`config.mk`:
```
export PLATFORM = sky130hd
export DESIGN_NAME = multicast_dispatch
export DESIGN_NICKNAME = d
export VERILOG_FILES = /design/src/rtl/multicast_dispatch.sv
export SDC_FILE = /design/constraint.sdc
export NUM_CORES = 1
export LEC_CHECK = 0
export ABC_AREA = 1
export BUFFER_PORTS_ARGS = -buffer_cell sky130_fd_sc_hd__buf_4
export CAP_MARGIN = 20
export CORE_MARGIN = 4
export CORE_UTILIZATION = 30
export CTS_CLUSTER_DIAMETER = 60
export CTS_CLUSTER_SIZE = 8
export DETAILED_ROUTE_END_ITERATION = 10
export PLACE_DENSITY = 0.65
export RECOVER_POWER = 25
export REMOVE_ABC_BUFFERS = 1
export SLEW_MARGIN = 20
export SYNTH_ARGS = -nofsm -noshare
export SYNTH_HDL_FRONTEND = slang
export SYNTH_SLANG_ARGS = --single-unit
```
`constraint.sdc`:
```
create_clock -name clk_i -period 1.2 [get_ports clk_i]
set_input_delay 0.24 -clock clk_i [delete_from_list [all_inputs] [get_ports clk_i]]
set_output_delay 0.24 -clock clk_i [all_outputs]
set_load 0.01 [all_outputs]
```
`src/rtl/multicast_dispatch.sv`:
```
// Serialises one decoded multicast request into ascending-index unicast transfers,
// then returns a single completion response carrying the error flag and target count.
module multicast_dispatch #(
    parameter int unsigned NoIndices = 4,
    parameter int unsigned DataWidth = 32,
    parameter int unsigned IdxWidth  = (NoIndices > 1) ? $clog2(NoIndices) : 1,
    parameter int unsigned CntWidth  = $clog2(NoIndices + 1)
) (
    input  logic                 clk_i,
    input  logic                 rst_ni,
    input  logic                 req_valid_i,
    output logic                 req_ready_o,
    input  logic [DataWidth-1:0] req_data_i,
    input  logic [NoIndices-1:0] req_mask_i,
    input  logic                 req_dec_error_i,
    output logic                 out_valid_o,
    input  logic                 out_ready_i,
    output logic [IdxWidth-1:0]  out_idx_o,
    output logic [DataWidth-1:0] out_data_o,
    output logic                 rsp_valid_o,
    input  logic                 rsp_ready_i,
    output logic                 rsp_err_o,
    output logic [CntWidth-1:0]  rsp_cnt_o
);

    localparam logic [1:0] StIdle  = 2'd0;
    localparam logic [1:0] StIssue = 2'd1;
    localparam logic [1:0] StRsp   = 2'd2;

    logic [1:0]           state_q, state_d;
    logic [NoIndices-1:0] pend_mask_q, pend_mask_d, pend_rest;
    logic [DataWidth-1:0] data_q, data_d;
    logic                 err_q, err_d;
    logic [CntWidth-1:0]  cnt_q, cnt_d;
    logic [IdxWidth-1:0]  low_idx;

    // Downward scan so the lowest set bit wins.
    always_comb begin
        low_idx = '0;
        for (int i = NoIndices - 1; i >= 0; i--) begin
            if (pend_mask_q[i]) begin
                low_idx = IdxWidth'(i);
            end
        end
    end

    assign pend_rest = pend_mask_q & (pend_mask_q - NoIndices'(1));

    always_comb begin
        state_d     = state_q;
        pend_mask_d = pend_mask_q;
        data_d      = data_q;
        err_d       = err_q;
        cnt_d       = cnt_q;
        case (state_q)
            StIdle: begin
                if (req_valid_i) begin
                    data_d = req_data_i;
                    cnt_d  = '0;
                    if (req_dec_error_i || (req_mask_i == '0)) begin
                        err_d       = 1'b1;
                        pend_mask_d = '0;
                        state_d     = StRsp;
                    end else begin
                        err_d       = 1'b0;
                        pend_mask_d = req_mask_i;
                        state_d     = StIssue;
                    end
                end
            end
            StIssue: begin
                if (out_ready_i) begin
                    pend_mask_d = pend_rest;
                    cnt_d       = cnt_q + CntWidth'(1);
                    if (pend_rest == '0) begin
                        state_d = StRsp;
                    end
                end
            end
            StRsp: begin
                if (rsp_ready_i) begin
                    state_d = StIdle;
                end
            end
            default: state_d = StIdle;
        endcase
    end

    always_ff @(posedge clk_i) begin
        if (!rst_ni) begin
            state_q     <= StIdle;
            pend_mask_q <= '0;
            data_q      <= '0;
            err_q       <= 1'b0;
            cnt_q       <= '0;
        end else begin
            state_q     <= state_d;
            pend_mask_q <= pend_mask_d;
            data_q      <= data_d;
            err_q       <= err_d;
            cnt_q       <= cnt_d;
        end
    end

    assign req_ready_o = (state_q == StIdle);
    assign out_valid_o = (state_q == StIssue);
    assign rsp_valid_o = (state_q == StRsp);
    assign out_idx_o   = low_idx;
    assign out_data_o  = data_q;
    assign rsp_err_o   = err_q;
    assign rsp_cnt_o   = cnt_q;

endmodule
```
==> results of run 1 <==
area by class of cell:
cell class / count / area (um2) / area share (%)
flip-flops and latches: 42 / 858.3 / 30.43
repair buffers: 103 / 853.3 / 30.26
multi-input cells: 170 / 834.6 / 29.59
well taps: 72 / 90.09 / 3.194
inverters: 15 / 73.82 / 2.618
clock buffers: 6 / 72.57 / 2.573
clock inverters: 2 / 37.54 / 1.331
worst max-delay path by stage:
stage                                end      startpoint
after floorplan                rsp_err_o      state_q[1]
after CTS                   out_idx_o[0]  pend_mask_q[2]
after global placement      rsp_cnt_o[2]      state_q[0]
after global routing         rsp_valid_o      state_q[0]
final                        rsp_valid_o      state_q[0]
after detailed placement  pend_mask_q[1]      state_q[0]
metal layers:
metal | routed length, um | part of all wire (%) | up-vias
li1 | - | - | 966
met3 | 407 | 7.6 | 9
met5 | 0 | 0 | -
met4 | 69 | 1.3 | 0
met2 | 2563 | 48 | 66
met1 | 2302 | 43 | 839
flip-flops by register name, summed over array words and instances, names as in the netlist:
register / flops
out_data_o: 32
pend_mask_q: 4
rsp_cnt_o: 3
state_q: 2
rsp_err_o: 1
cell usage after synthesis, drive strengths merged:
cell type  number  area [um2]
nand3b          1       7.510
o211ai          1       7.510
a31oi           4       25.02
nor3            1       10.01
buf             8       56.29
nand4           3       18.77
clkbuf          3       12.51
nand3          10       50.05
ha              1       12.51
inv            15       58.81
dfxtp          42       840.8
nor2           85       331.6
o21ai          37       185.2
nand2          22       102.6
a21oi           5       28.78
cells by family after synthesis:
group                      Yosys count  share of synthesized area, %
DFF                                 42                         48.10
adders and majority gates            1                        0.7157
AOI/OAI and AO/OA                   47                         14.10
and+or+nand+nor                    122                         29.78
buffers and inverters               26                         7.301
through the flow:
stage | hold WS (ns) | util, % | instance area (um2) | power [mW] | setup TNS, ns
after floorplan | 0.3607 | - | 1679 | 3.184 | -1.088
after global placement | 0.4645 | 44.80 | 2497 | 4.411 | 0
after detailed placement | 0.4734 | 44.80 | 2497 | 4.452 | -0.1101
after CTS | 0.1785 | 48.82 | 2721 | 5.859 | -0.2613
after global routing | 0.1776 | 50.59 | 2820 | 6.575 | -2.514
final | 0.1748 | 50.59 | 2820 | 6.133 | -0.3108
report_power, final:
part / switching, mW / internal, mW / leakage, nW / total (mW)
clock network: 0.493 / 0.621 / 0.0514 / 1.11
registers: 0.246 / 1.78 / 0.350 / 2.03
logic: 1.50 / 1.49 / 0.917 / 2.99
critical path, delay by kind of cell, from the launching register on:
family                 cells  cell delay [ns]
flip-flops                 1             0.38
AND/OR/NAND/NOR            1             0.05
buffers and inverters      4             0.30
timing repair:
item	in CTS	in global routing
endpoints found under the hold margin	0	0
endpoints found under the setup margin	10	45
pin swaps	8	8
resized for setup	25	33
setup buffers	8	1
gates cloned	0	3
==> flow_metrics.py, run 1 <==
metrics = {
    "global_routing": {
        "top_usage_layer": "met2",
        "met2_usage_in_global_routing_pct": 23.39,
        "met3_usage_pct": 4.612,
        "antenna_found_initial": 0,
        "overflow": 0,
        "grt_pass1_vias": 1716,
        "globalRouteTotalUtil_pct": 14.11,
        "grt_use_met1_pct": 16.87,
        "grt_start_max_net_pins": 42,
        "grt_first_pass_wirelength_mm": 8.286,
    },
    "place": {
        "place_ws_ns": -0.03533,
        "io_buffers": 82,
        "finalWeightedCongestion": 0.8586,
        "hpwl_reported_at_the_end_of_detailed_placement_mm": 3.552,
        "placed_cells_incl_taps": 391,
    },
    "hold_path": {
        "hold-path-cell-count": 3,
        "timing.hold.worst.class": "in2reg",
        "hp-start": "req_data_i[24]",
        "holdPathEnd": "out_data_o[24]",
    },
    "sta": {
        "timing.final.max_slew_violations": 0,
        "period_needed_ns": 1.271,
        "clock_skew_ns": 0.008858,
        "fmax_mhz": 786.8,
        "final_setup_fails": 17,
        "hold_viol_final": 0,
        "max_slew.worst_pin.slew_ns": 0.3799,
        "final.period_utilization_pct": 105.9,
        "layout_setup_ws_ns": -0.07096,
        "grt_setup_unrepaired": "true",
        "worst_slew_margin_rel_pct": 74.67,
    },
    "finish": {
        "layout-area-overhead-vs-synth_pct": 61.35,
        "antennaDiodeCount": 0,
        "count_of_placed_standard_cells_in_the_final_layout_fillers_left_out": 410,
        "layout_common_cells": "80 x sky130_fd_sc_hd__buf_4, 77 x sky130_fd_sc_hd__nor2_1, 36 x sky130_fd_sc_hd__dfxtp_1",
        "layout.cells.most_common": "sky130_fd_sc_hd__buf_4",
        "share_of_layout_cells_above_drive_strength_1_pct": 40.24,
        "layout.nets": 380,
        "nFillCells": 544,
    },
    "route": {
        "detail_route.wl_per_cell_um": 13.03,
        "wl_mm": 5.343,
        "final_antenna_net_count": 0,
        "drt-initial-drc-count": 60,
        "post_drt_via_cell_ratio": 4.585,
        "dr.pass1.iters": 4,
        "routed-via-count": 1880,
        "drcViolationCount": 0,
    },
    "logic_synthesis": {
        "post_synth.cell_area_avg_um2": 7.344,
        "syn-instance-count": 238,
        "post_synthesis_sequential_area_ratio_pct": 48.10,
        "synthesis.area_um2": 1748,
        "synth_seq_cells": 42,
        "synthesis.yosys.warnings": 0,
        "synth_cell_type_count": 27,
    },
    "floorplanning": {
        "row_count": 27,
        "floorplan.io_pins": 83,
        "floorplan.die_area_um2": 7112,
        "initial_utilization_pct": 31.36,
        "dieWidth_um": 84.33,
        "die_height_um": 84.33,
        "design.core.area_um2": 5574,
    },
    "clock_network": {
        "clockRootBuffer": "sky130_fd_sc_hd__clkbuf_8",
        "tritoncts_num_sinks": 42,
        "clk-insertion-delay-late_ns": 0.29,
        "cts_htree_levels": 2,
        "numCtsBuffers": 5,
        "worst_setup_hold_path_clk_slew_ns": 0.08,
        "cts_hold_buffers": 0,
        "clock_tree_from_tritoncts": "yes",
        "cts-root-to-sink-buffers": 2,
    },
    "worst_setup_path": {
        "worst_setup_path_start_kind": "flip-flop",
        "crit_slowest_cell": "sky130_fd_sc_hd__dfxtp_4",
        "critical_path.reg2reg.startpoint": "state_q[1]",
        "cp.arrival_ns": 1.03,
        "timing.reg2reg.worst_path_depth": 5,
        "timing.critical_path.to_type": "primary output",
        "timing_worst_setup_path_type": "reg2out",
        "reg2reg_setup_slack_ns": -0.02,
        "reg_to_reg_end": "out_data_o[5]",
        "timing.critical_path.required_ns": 0.96,
        "worstPathCellList": "inv_4, buf_6, nand2_4, inv_2, buf_6",
        "crit_path_max_incr_delay_ns": 0.38,
        "crit_path_max_fanout": 3,
        "cpMostUsedCell": "sky130_fd_sc_hd__buf_6",
    },
    "power_and_ir_drop": {
        "vdd_ir_drop_max_v": 0.0008645,
        "power-per-cell-area_nw_per_um2": 2174,
        "cellLeakagePower_nw": 1.319,
    },
    "job": {
        "timing.max_cap.violations": 0,
    },
    "run_status": {
        "violations_in_the_final_reports": "negative setup slack",
        "run_status": "finished with violations",
    },
}
Power figures use the tool's default switching activity.
==> run 2, diff against run 1 <==
- CORE_ASPECT_RATIO: unset -> 0.9
- CTS_BUF_LIST: unset -> sky130_fd_sc_hd__clkbuf_16
==> run 2 against run 1 <==
  * First-iteration DRC count fell by 47%
  * Global-route usage fell by 1.1 points
  * Total power up 2.7%
  * Clock-buffer cell count shrank 1
  * The flow still finishes with violations (negative setup slack)
  * Clock skew down 0.0048 ns
==> flow_metrics.py, run 2 (synthesis results as in run 1) <==
metrics = {
    "finish": {
        "share_of_layout_cells_above_drive_strength_1_pct": 41.57,
        "layout_common_cells": "78 x sky130_fd_sc_hd__nor2_1, 78 x sky130_fd_sc_hd__buf_4, 36 x sky130_fd_sc_hd__dfxtp_1",
        "layout-area-overhead-vs-synth_pct": 61.85,
        "largest_register_ffs": 32,
        "antennaDiodeCount": 0,
        "layout.nets": 375,
        "nFillCells": 562,
    },
    "sta": {
        "final_setup_fails": 7,
        "period_needed_ns": 1.243,
        "total_negative_slack_ns": -0.08553,
        "worst_slew_margin_rel_pct": 69.53,
        "clock_skew_ns": 0.004057,
        "layout_setup_ws_ns": -0.04266,
        "grt_setup_unrepaired": "true",
        "fmax_mhz": 804.7,
        "max_slew.worst_pin.slew_ns": 0.4571,
        "timing.final.max_slew_violations": 0,
        "hold_viol_final": 0,
        "final.period_utilization_pct": 103.6,
    },
    "global_routing": {
        "antenna_found_initial": 0,
        "grt_start_max_net_pins": 42,
        "globalRouteTotalUtil_pct": 13.00,
        "grt_first_pass_wirelength_mm": 7.355,
        "overflow": 0,
        "grt_pass1_vias": 1657,
    },
    "power_and_ir_drop": {
        "power-per-cell-area_nw_per_um2": 2227,
        "vdd_ir_drop_max_v": 0.001068,
        "cellLeakagePower_nw": 1.319,
    },
    "worst_setup_path": {
        "crit_slowest_cell": "sky130_fd_sc_hd__dfxtp_4",
        "timing_worst_setup_path_type": "reg2out",
        "cp.arrival_ns": 1.00,
        "crit_path_max_incr_delay_ns": 0.38,
        "worst_setup_path_start_kind": "flip-flop",
        "crit_path_max_fanout": 4,
        "cpMostUsedCell": "sky130_fd_sc_hd__buf_6",
        "worstPathCellList": "inv_4, buf_6, nand2_4, inv_2, buf_6",
        "timing.reg2reg.worst_path_depth": 5,
        "timing.critical_path.to_type": "primary output",
        "timing.critical_path.required_ns": 0.96,
    },
    "place": {
        "io_buffers": 82,
        "place_ws_ns": -0.04418,
        "hpwl_reported_at_the_end_of_detailed_placement_mm": 3.437,
        "finalWeightedCongestion": 0.8848,
    },
    "route": {
        "final_antenna_net_count": 0,
        "detail_route.wl_per_cell_um": 12.22,
        "drcViolationCount": 0,
        "drt-initial-drc-count": 32,
        "routed-via-count": 1846,
        "dr.pass1.iters": 4,
        "post_drt_via_cell_ratio": 4.592,
        "wl_mm": 4.911,
    },
    "floorplanning": {
        "die_height_um": 80.42,
        "initial_utilization_pct": 30.88,
        "floorplan.die_area_um2": 7114,
        "dieWidth_um": 88.46,
        "row_count": 26,
        "design.core.area_um2": 5660,
        "floorplan.io_pins": 83,
    },
    "clock_network": {
        "tritoncts_num_sinks": 42,
        "clock_tree_from_tritoncts": "yes",
        "worst_setup_hold_path_clk_slew_ns": 0.06,
        "clockRootBuffer": "sky130_fd_sc_hd__clkbuf_16",
        "cts_htree_levels": 2,
        "clk-insertion-delay-late_ns": 0.27,
        "cts-root-to-sink-buffers": 2,
        "numCtsBuffers": 5,
    },
    "hold_path": {
        "hold-path-cell-count": 3,
        "timing.hold.worst.class": "in2reg",
    },
    "run_status": {
        "run_status": "finished with violations",
        "violations_in_the_final_reports": "negative setup slack",
    },
    "job": {
        "timing.max_cap.violations": 0,
    },
}
[run 2: cell count changes in the layout (fill, tap and decap cells not counted), moves of 4 or more]
| cell | change |
|---|---|
| sky130_fd_sc_hd__o21ai_2 | +9 |
| sky130_fd_sc_hd__o21ai_0 | -16 |
| sky130_fd_sc_hd__clkbuf_16 | +4 |
| sky130_fd_sc_hd__clkbuf_8 | -5 |
| sky130_fd_sc_hd__o21ai_1 | +7 |
[run 2: layout make-up]
cell class	count	area, um2	share of cell area [%]
multi-input combinational	170	865.8	30.61
tap	70	87.58	3.096
sequential	42	858.3	30.34
clock buffer	5	125.1	4.423
clock inverter	2	33.78	1.194
timing repair buffer	98	792.0	28.00
inverter	15	66.31	2.344
[run 2: power by group]
| part | internal [mW] | switching (mW) |
|---|---|---|
| Combinational | 1.39 | 1.40 |
| Sequential | 1.78 | 0.277 |
| Clock | 0.961 | 0.481 |
[run 2: final timing paths]
path | from | to | slack, ns
setup / recovery | state_q[0] | rsp_valid_o | -0.04
hold / removal | req_data_i[30] | out_data_o[30] | 0.19
setup reg to reg | state_q[1] | out_data_o[21] | 0
hold reg to reg | out_data_o[2] | out_data_o[2] | 0.48
[run 2: per-layer routing]
metal	routed length (um)	track usage (%)
met1	2145	16.21
met2	2274	21.23
met3	468	5.026
met4	23	2.719
met5	0	0
[run 2: critical path, delay by kind of cell, from the launching register on]
family / cells / cell delay, ns
DFF: 1 / 0.38
and+or+nand+nor: 1 / 0.05
buffers and inverters: 4 / 0.29
[run 2: repair_timing]
item	CTS	global route
gates resized for setup	17	59
pin swaps	3	16
setup buffers	5	2
endpoints found under the setup margin	43	43
cloned	0	1
endpoints found under the hold margin	0	0
hold buffers	0	0
[run 2: per-stage QoR]
| step | instance area [um2] | hold WS, ns | std cells | util, % | power [mW] |
|---|---|---|---|---|---|
| floorplan | 1679 | 0.3607 | 227 | - | 3.184 |
| global placement | 2500 | 0.4661 | 388 | 44.16 | 4.412 |
| detailed placement | 2500 | 0.4747 | 388 | 44.16 | 4.455 |
| CTS | 2728 | 0.2086 | 399 | 48.19 | 6.135 |
| global route | 2829 | 0.1992 | 402 | 49.98 | 6.722 |
| finish | 2829 | 0.1940 | 402 | 49.98 | 6.299 |
